**src/rtl/sdi_rx_trs_decoder.sv**
```systemverilog
// SD-SDI receive TRS decoder: word pipeline, XYZ check, F/V/H regeneration,
// sample/line counters and line-length lock.
module sdi_rx_trs_decoder #(
    parameter int SAMPLES_PER_LINE = 1716,
    parameter int LOCK_LINES       = 4,
    parameter int UNLOCK_ERRS      = 3
) (
    input  logic        sdi_rx_clk,
    input  logic        sdi_rx_rst,
    input  logic        rx_ce,
    input  logic [9:0]  rx_data,
    output logic        vid_ce,
    output logic [9:0]  vid_data,
    output logic        vid_trs,
    output logic        vid_eav,
    output logic        vid_field,
    output logic        vid_vblank,
    output logic        vid_hblank,
    output logic        vid_active,
    output logic [11:0] sample_cnt,
    output logic [10:0] line_cnt,
    output logic        locked,
    output logic        trs_prot_err,
    output logic [15:0] prot_err_count
);

    localparam int GW = $clog2(LOCK_LINES) + 1;
    localparam int EW = $clog2(UNLOCK_ERRS) + 1;
    localparam logic [11:0]   LAST_SAMPLE = 12'(SAMPLES_PER_LINE - 1);
    localparam logic [GW-1:0] GOOD_LAST   = GW'(LOCK_LINES - 1);
    localparam logic [EW-1:0] ERRS_LAST   = EW'(UNLOCK_ERRS - 1);

    typedef enum logic [1:0] {
        HUNT   = 2'd0,
        VERIFY = 2'd1,
        LOCKED = 2'd2
    } state_t;

    logic [9:0]    s0_q, s0_d, s1_q, s1_d, s2_q, s2_d;
    logic          vid_ce_q, vid_ce_d;
    logic [9:0]    vid_data_q, vid_data_d;
    logic          vid_trs_q, vid_trs_d, vid_eav_q, vid_eav_d;
    logic          field_q, field_d, vblank_q, vblank_d;
    logic          hblank_q, hblank_d, active_q, active_d;
    logic [11:0]   sample_cnt_q, sample_cnt_d;
    logic [10:0]   line_cnt_q, line_cnt_d;
    logic          prot_err_q, prot_err_d;
    logic [15:0]   prot_cnt_q, prot_cnt_d;
    state_t        state_q, state_d;
    logic [GW-1:0] good_q, good_d;
    logic [EW-1:0] errs_q, errs_d;

    logic f, v, h;
    logic preamble, prot_ok, trs_hit, prot_fail, eav;
    logic at_last, line_evt, line_good;

    assign f = rx_data[8];
    assign v = rx_data[7];
    assign h = rx_data[6];

    // XYZ is the word arriving now; 3FF 000 000 are already in s2..s0
    assign preamble  = (s2_q == 10'h3FF) && (s1_q == 10'h000)
                    && (s0_q == 10'h000);
    assign prot_ok   = rx_data[9]
                    && (rx_data[5:2] == {v ^ h, f ^ h, f ^ v, f ^ v ^ h});
    assign trs_hit   = rx_ce && preamble && prot_ok;
    assign prot_fail = rx_ce && preamble && !prot_ok;
    assign eav       = trs_hit && h;
    assign at_last   = (sample_cnt_q == LAST_SAMPLE);
    assign line_evt  = rx_ce && (eav || at_last);
    assign line_good = eav && at_last;

    always_comb begin
        s0_d         = s0_q;
        s1_d         = s1_q;
        s2_d         = s2_q;
        vid_ce_d     = rx_ce;
        vid_data_d   = vid_data_q;
        vid_trs_d    = 1'b0;
        vid_eav_d    = 1'b0;
        field_d      = field_q;
        vblank_d     = vblank_q;
        hblank_d     = hblank_q;
        active_d     = active_q;
        sample_cnt_d = sample_cnt_q;
        line_cnt_d   = line_cnt_q;
        prot_err_d   = 1'b0;
        prot_cnt_d   = prot_cnt_q;

        if (rx_ce) begin
            s0_d       = rx_data;
            s1_d       = s0_q;
            s2_d       = s1_q;
            vid_data_d = s2_q;
            if (eav || at_last) begin
                sample_cnt_d = '0;
            end else begin
                sample_cnt_d = sample_cnt_q + 12'd1;
            end
        end

        if (trs_hit) begin
            vid_trs_d = 1'b1;
            vid_eav_d = h;
            field_d   = f;
            vblank_d  = v;
            hblank_d  = h;
            active_d  = ~h & ~v;
        end

        if (prot_fail) begin
            prot_err_d = 1'b1;
            if (prot_cnt_q != 16'hFFFF) begin
                prot_cnt_d = prot_cnt_q + 16'd1;
            end
        end

        // Field 2 -> 1 transition restarts the line count
        if (eav) begin
            if (!f && field_q) begin
                line_cnt_d = '0;
            end else if (line_cnt_q != 11'h7FF) begin
                line_cnt_d = line_cnt_q + 11'd1;
            end
        end
    end

    always_comb begin
        state_d = state_q;
        good_d  = good_q;
        errs_d  = errs_q;
        if (line_evt) begin
            unique case (state_q)
                HUNT: begin
                    if (eav) begin
                        state_d = VERIFY;
                        good_d  = '0;
                    end
                end
                VERIFY: begin
                    if (!line_good) begin
                        state_d = HUNT;
                    end else if (good_q == GOOD_LAST) begin
                        state_d = LOCKED;
                        errs_d  = '0;
                    end else begin
                        good_d = good_q + 1'b1;
                    end
                end
                LOCKED: begin
                    if (line_good) begin
                        errs_d = '0;
                    end else if (errs_q == ERRS_LAST) begin
                        state_d = HUNT;
                    end else begin
                        errs_d = errs_q + 1'b1;
                    end
                end
                default: state_d = HUNT;
            endcase
        end
    end

    always_ff @(posedge sdi_rx_clk) begin
        if (sdi_rx_rst) begin
            s0_q         <= '0;
            s1_q         <= '0;
            s2_q         <= '0;
            vid_ce_q     <= 1'b0;
            vid_data_q   <= '0;
            vid_trs_q    <= 1'b0;
            vid_eav_q    <= 1'b0;
            field_q      <= 1'b0;
            vblank_q     <= 1'b0;
            hblank_q     <= 1'b0;
            active_q     <= 1'b0;
            sample_cnt_q <= '0;
            line_cnt_q   <= '0;
            prot_err_q   <= 1'b0;
            prot_cnt_q   <= '0;
            state_q      <= HUNT;
            good_q       <= '0;
            errs_q       <= '0;
        end else begin
            s0_q         <= s0_d;
            s1_q         <= s1_d;
            s2_q         <= s2_d;
            vid_ce_q     <= vid_ce_d;
            vid_data_q   <= vid_data_d;
            vid_trs_q    <= vid_trs_d;
            vid_eav_q    <= vid_eav_d;
            field_q      <= field_d;
            vblank_q     <= vblank_d;
            hblank_q     <= hblank_d;
            active_q     <= active_d;
            sample_cnt_q <= sample_cnt_d;
            line_cnt_q   <= line_cnt_d;
            prot_err_q   <= prot_err_d;
            prot_cnt_q   <= prot_cnt_d;
            state_q      <= state_d;
            good_q       <= good_d;
            errs_q       <= errs_d;
        end
    end

    assign vid_ce         = vid_ce_q;
    assign vid_data       = vid_data_q;
    assign vid_trs        = vid_trs_q;
    assign vid_eav        = vid_eav_q;
    assign vid_field      = field_q;
    assign vid_vblank     = vblank_q;
    assign vid_hblank     = hblank_q;
    assign vid_active     = active_q;
    assign sample_cnt     = sample_cnt_q;
    assign line_cnt       = line_cnt_q;
    assign locked         = (state_q == LOCKED);
    assign trs_prot_err   = prot_err_q;
    assign prot_err_count = prot_cnt_q;

endmodule

```
**config.mk**
```make
export PLATFORM = sky130hd
export DESIGN_NAME = sdi_rx_trs_decoder
export DESIGN_NICKNAME = d
export VERILOG_FILES = /design/src/rtl/sdi_rx_trs_decoder.sv
export SDC_FILE = /design/constraint.sdc
export NUM_CORES = 1
export LEC_CHECK = 0
export BUFFER_PORTS_ARGS = -buffer_cell sky130_fd_sc_hd__buf_2
export CAP_MARGIN = 20
export CORE_UTILIZATION = 51
export DETAILED_ROUTE_END_ITERATION = 8
export HOLD_SLACK_MARGIN = 0.06
export PLACE_DENSITY = 0.73
export REMOVE_ABC_BUFFERS = 1
export SLEW_MARGIN = 20
export SYNTH_ARGS = -nofsm -noshare
export SYNTH_HDL_FRONTEND = slang
export SYNTH_SLANG_ARGS = --single-unit
```
**constraint.sdc**
```tcl
create_clock -name sdi_rx_clk -period 7.7 [get_ports sdi_rx_clk]
set_clock_uncertainty 0.2 [all_clocks]
set_input_delay 0.385 -clock sdi_rx_clk [delete_from_list [all_inputs] [get_ports sdi_rx_clk]]
set_output_delay 0.385 -clock sdi_rx_clk [all_outputs]
set_load 0.05 [all_outputs]
```
Word level (Yosys, flattened, before mapping) --
Index checks and enable logic that the tools add are counted.
Storage, ports and cells: register bits after elaboration 95, bits in latches 0, RAM bits 0, memory bits (read-only) 0, input port bits 13, output and inout port bits 58, word-level logic and storage cells 93, memories 0
Operators by class: add/sub/neg operators 5, $mul 0, divide/modulo/power cells 0, magnitude comparators 0, equality and inequality tests 17, shift operators 0, muxes and demuxes 20, bitwise logic cells 8, reduce and logical (&&, ||, !) cells 25
Operator list (count):
- 11-bit two-way mux | 2
- 3-bit two-way mux | 7
- 10-bit zero test | 2
- 16-bit by 1-bit adder with 16-bit output, second input constant | 1
- 16-bit inequality test, second input constant | 1
- 5-bit AND reduction | 3
- 12-bit by 1-bit adder with 12-bit output, second input constant | 1
- 12-bit by 11-bit equality test with 1-bit output, second input constant | 1
- 12-bit two-way mux | 1
- 3-bit one-hot mux with 2 select lines | 2
- 11-bit by 1-bit adder with 11-bit output, second input constant | 1
- 11-bit inequality test, second input constant | 1
- 10-bit equality test, second input constant | 1
- 1-bit logical AND | 10
- 2-bit two-way mux | 5
- 2-bit inequality test, second input constant | 5
- 3-bit by 1-bit adder with 3-bit output, second input constant | 2
- 3-bit by 2-bit equality test with 1-bit output, second input constant | 2
- 3-bit inequality test, second input constant | 2
- 2-bit one-hot mux with 3 select lines | 1
- 2-bit nonzero test | 3
- 4-bit equality test | 1
- 2-bit AND reduction | 2
- 1-bit bitwise XOR | 4
- other kinds (10) | 14

Longest topological paths before layout --
depth after elaboration 9, depth in mapped cells 11, depth with buffers taken out 8

Least setup slack after synthesis --
Ideal clock, no wire load.
path kind input -> register, start point input port rx_data[6], end point register line_cnt_q[5], in the netlist line_cnt[5], setup time 130 ps, arrival time 2336 ps, required time 7370 ps, slack 5034 ps, stages on the path 11, buffers on the path 3, cells stage by stage clkbuf_1 -> inv_1 -> ha_1 -> xnor2_1 -> nand3_1 -> nor4_2 -> nand4_1 -> clkbuf_1 -> clkbuf_1 -> o31ai_1 -> a21oi_1
Between the ends: cells in the longest elaborated chain, start to end 6
Ends and longest elaborated chain:
- start, declared | line 11 | input logic [9:0] rx_data,
- 1-bit bitwise XOR | line 65 | && (rx_data[5:2] == {v ^ h, f ^ h, f ^ v, f ^ v ^ h});
- 4-bit equality test | line 65
- 1-bit logical AND | line 65
- 1-bit logical AND | line 66 | assign trs_hit = rx_ce && preamble && prot_ok;
- 1-bit logical AND * | line 68 | assign eav = trs_hit && h;
- 2-bit AND reduction (no line) *
- end signal, assigned | line 197 | line_cnt_q <= line_cnt_d;
- end, declared | line 46 | logic [10:0] line_cnt_q, line_cnt_d;
Every way passes the cells marked *; elsewhere a longest branch is shown, timed or not. A chain may end at the register's enable or synchronous reset.

Worst setup path in the final report --
start point input port rx_ce, end point register line_cnt_q[6], in the netlist line_cnt[6]
Between the ends: cells in the longest elaborated chain, start to end 4
Ends and longest elaborated chain:
- start, declared | line 10 | input logic rx_ce,
- 1-bit logical AND (2 in a row) | line 66
- 1-bit logical AND | line 68
- 2-bit AND reduction (no line)
No other way between the ends.

==> Flow_metrics.wiki <==
{| class="wikitable"
! Metric !! Value
|-
| Result of the run || finished, final reports clean
|-
| Hold Slack || 0.0630 ns
|-
| Total Nets Final || 582
|-
| Leakage power summed over all cells || 2.16 nW
|-
| Unrepaired setup endpoints after global routing || no
|-
| Maximum level of the CTS H-tree || 3
|-
| DRC violation total after the first TritonRoute iteration || 137
|-
| Total GRT Usage || 22.2%
|-
| Total I/O pin count || 71
|-
| Worst R2R Setup Slack || 4.67 ns
|-
| Initial core utilization || 53.8%
|-
| CTS buffer count || 9
|-
| First-pass GRT wire length || 16.1 mm
|-
| Gr ovfl total || 0
|-
| Antenna cells || 0
|-
| Post-DR wirelength/cell || 14.4 um
|-
| Clock Tree Root || sky130_fd_sc_hd__clkbuf_8
|-
| Router iterations before antenna repair || 4
|-
| Number of warnings issued by yosys || 0
|-
| Latest clock arrival within the worst-skew pair || 0.37 ns
|-
| Worst hold path class || input pin to flop
|-
| Actual transition at the worst max-transition pin || 0.782 ns
|-
| DRT antenna net count || 0
|-
| Crit-path max FO || 52
|-
| Worst Setup End Kind || flop
|-
| CTS tree || done
|-
| Total number of vias || 3,904
|-
| Share of the synthesized area in the top cell type || 42.2%
|-
| Synth-to-layout area growth || 13.5%
|-
| Share of synthesized registers carrying an async set or reset || 0%
|-
| Proportion of synthesized chip area in sequential cells || 42.2%
|-
| Fraction of layout cells with a size suffix above 1 || 18.2%
|-
| Critical Setup Path Class || input pin to flop
|-
| Overall power after layout || 0.000899 W
|-
| Total Die Area || 9220 um2
|-
| Signal arrival time at the worst endpoint || 3.48 ns
|-
| Number of max-slew violations in the final report || 0
|-
| Peak Freq || 296 MHz
|-
| # resized after CTS || 0
|-
| Worst rel slew slack || 47.5%
|-
| Startpoint type of the worst setup path || input pin
|-
| Summed instance area of the synthesized netlist || 4510 um2
|-
| Data required, critical path || 7.79 ns
|-
| Main area contributors after synthesis || sky130_fd_sc_hd__dfxtp_1, sky130_fd_sc_hd__mux2i_1, sky130_fd_sc_hd__nor2_1
|-
| Summed negative setup slack over all endpoints || 0 ns
|-
| Unique cell type count in the Yosys netlist || 59
|-
| Final Routed Wirelength || 9.67 mm
|-
| Number of standard-cell rows in the floorplan || 33
|-
| Antenna violations before repair || 0
|-
| Count of endpoints failing setup in the final report || 0
|-
| Maximum clock insertion buffer count || 2
|-
| Clock slew at the register clock pins of the worst setup and hold paths || 0.09 ns
|-
| Die Y || 96.0 um
|-
| Average cell area after synthesis || 9.00 um2
|-
| Period utilisation layout || 43.9%
|-
| Final critical delay including setup and external delays || 3.38 ns
|-
| Count of mapped cells out of synthesis || 501
|-
| IO buf count || 70
|-
| Via-to-Cell Ratio || 5.82
|-
| Area of the core || 8380 um2
|-
| Power density over the cells || 176 nW/um2
|-
| X dimension of the die || 96.0 um
|-
| Sink Count || 95
|-
| Post-synth top flop || sky130_fd_sc_hd__dfxtp_1
|-
| Half-perimeter wire length of the detailed placement result || 6.69 mm
|-
| Number of register bits inferred by synthesis || 95
|-
| Post-synth EDFFs || 0
|-
| Last weighted congestion value of the routability-driven placer || 0.798
|-
| Maximum number of pins on one net before global-route repair || 80
|-
| Number of hold violations in the final report || 0
|-
| DRC || 0
|-
| Vias in the first global route || 3,502
|-
| Post-synth top area cell || sky130_fd_sc_hd__dfxtp_1
|-
| Max-cap check violation count || 0
|-
| CTS Hold Buffers Added || 0
|-
| Worst ir drop on vdd || 110 uV
|-
| Buffers inserted during post-CTS setup optimization || 0
|}
[per-stage QoR]
step,std cells,setup WS (ns),utilization (%),area [um2]
5_1_grt,671,3.98,61.1,5120
3_3_place_gp,655,4.10,58.7,4920
6_report,671,4.32,61.1,5120
2_1_floorplan,477,4.15,-,4410
4_1_cts,671,4.36,61.1,5120
3_5_place_dp,655,3.98,58.7,4920
[cell usage after synthesis, types with 5 or more instances]
cell type                   n
sky130_fd_sc_hd__nor2_1    78
sky130_fd_sc_hd__nand2b_1   5
sky130_fd_sc_hd__xor2_1     9
sky130_fd_sc_hd__dfxtp_1   95
sky130_fd_sc_hd__ha_1       8
sky130_fd_sc_hd__a21oi_1   28
sky130_fd_sc_hd__inv_1      9
sky130_fd_sc_hd__nand2_1   23
sky130_fd_sc_hd__clkbuf_1  15
sky130_fd_sc_hd__mux2_1     7
sky130_fd_sc_hd__nand3_1   20
sky130_fd_sc_hd__and3_1     9
sky130_fd_sc_hd__nor4_1     9
sky130_fd_sc_hd__nor2b_1   14
sky130_fd_sc_hd__nand4_1   16
sky130_fd_sc_hd__mux2i_1   42
sky130_fd_sc_hd__o211ai_1   5
sky130_fd_sc_hd__o31ai_1   10
sky130_fd_sc_hd__or3_1      7
sky130_fd_sc_hd__nor3_1     7
sky130_fd_sc_hd__or4_1     10
[registers in the layout (all words and copies together), names as in the netlist]
signal          flops
prot_err_count     16
sample_cnt         12
line_cnt           11
s0_q               10
s1_q               10
s2_q               10
vid_data           10
errs_q              3
good_q              3
state_q             2
trs_prot_err        1
vid_active          1
vid_ce              1
vid_eav             1
vid_field           1
vid_hblank          1
vid_trs             1
vid_vblank          1
[critical path, cell delays in order]
cell                      delay [ns]
sky130_fd_sc_hd__buf_2          0.07
sky130_fd_sc_hd__buf_4          0.57
sky130_fd_sc_hd__nand2_1        0.15
sky130_fd_sc_hd__or4b_4         0.56
sky130_fd_sc_hd__nor4_2         0.29
sky130_fd_sc_hd__nand4_1        0.62
sky130_fd_sc_hd__or4_1          0.64
sky130_fd_sc_hd__a21oi_1        0.16
[cells in the final DEF, fill, tap and decap left out, drive strengths merged, types with 3 or more instances in the layout]
master   n
dfxtp   95
nor2    78
buf     73
mux2i   42
a21oi   28
nand2   23
nand3   20
nand4   16
nor2b   14
nor4    13
clkbuf  11
o31ai   10
or4     10
inv      9
xor2     9
and3     9
ha       8
o21ai    8
or3      7
mux2     7
nor3     7
nand2b   5
o211ai   5
clkinv   5
nor4b    4
and4b    3
a31oi    3
nor3b    3
xnor2    3
and4     3
and2     3
or2      3
[per-layer routing]
layer / global-route usage (%) / up-vias / wire (um)
met1: 30.0 / 1868 / 4660
li1: - / 1946 / -
met3: 3.32 / 10 / 294
met5: 0 / - / 0
met2: 35.9 / 80 / 4590
met4: 8.08 / 0 / 129
[cell families after synthesis]
kind of cell / after synthesis / share of synthesized area [%]
adder cells (fa/ha/maj): 8 / 2.22
AND/OR/NAND/NOR: 230 / 28.1
buffers and inverters: 34 / 3.02
multiplexers: 49 / 11.1
AO/OA/AOI/OAI: 73 / 11.1
flip-flops: 95 / 42.2
XOR/XNOR: 12 / 2.33
[report_power, final]
group,internal [W],switching [W]
registers,0.000498,0.00000830
clock network,0.000159,0.000175
logic,0.0000203,0.0000369
[worst paths after layout]
kind,startpoint,to,cells after the start
setup / recovery,rx_ce,line_cnt[6],8
hold / removal,rx_data[0],s0_q[0],3
setup reg to reg,s2_q[4],line_cnt[6],6
hold reg to reg,vid_data[5],vid_data[5],2
[cell type report]
class,instances,area (um2)
clock buffers,11,141
clock inverters,5,57.6
fillers,740,3260
inverters,10,37.5
multi-input cells,372,2480
flip-flops and latches,95,1900
well taps,105,131
repair buffers,73,373
(Power assumes the default switching activity.)
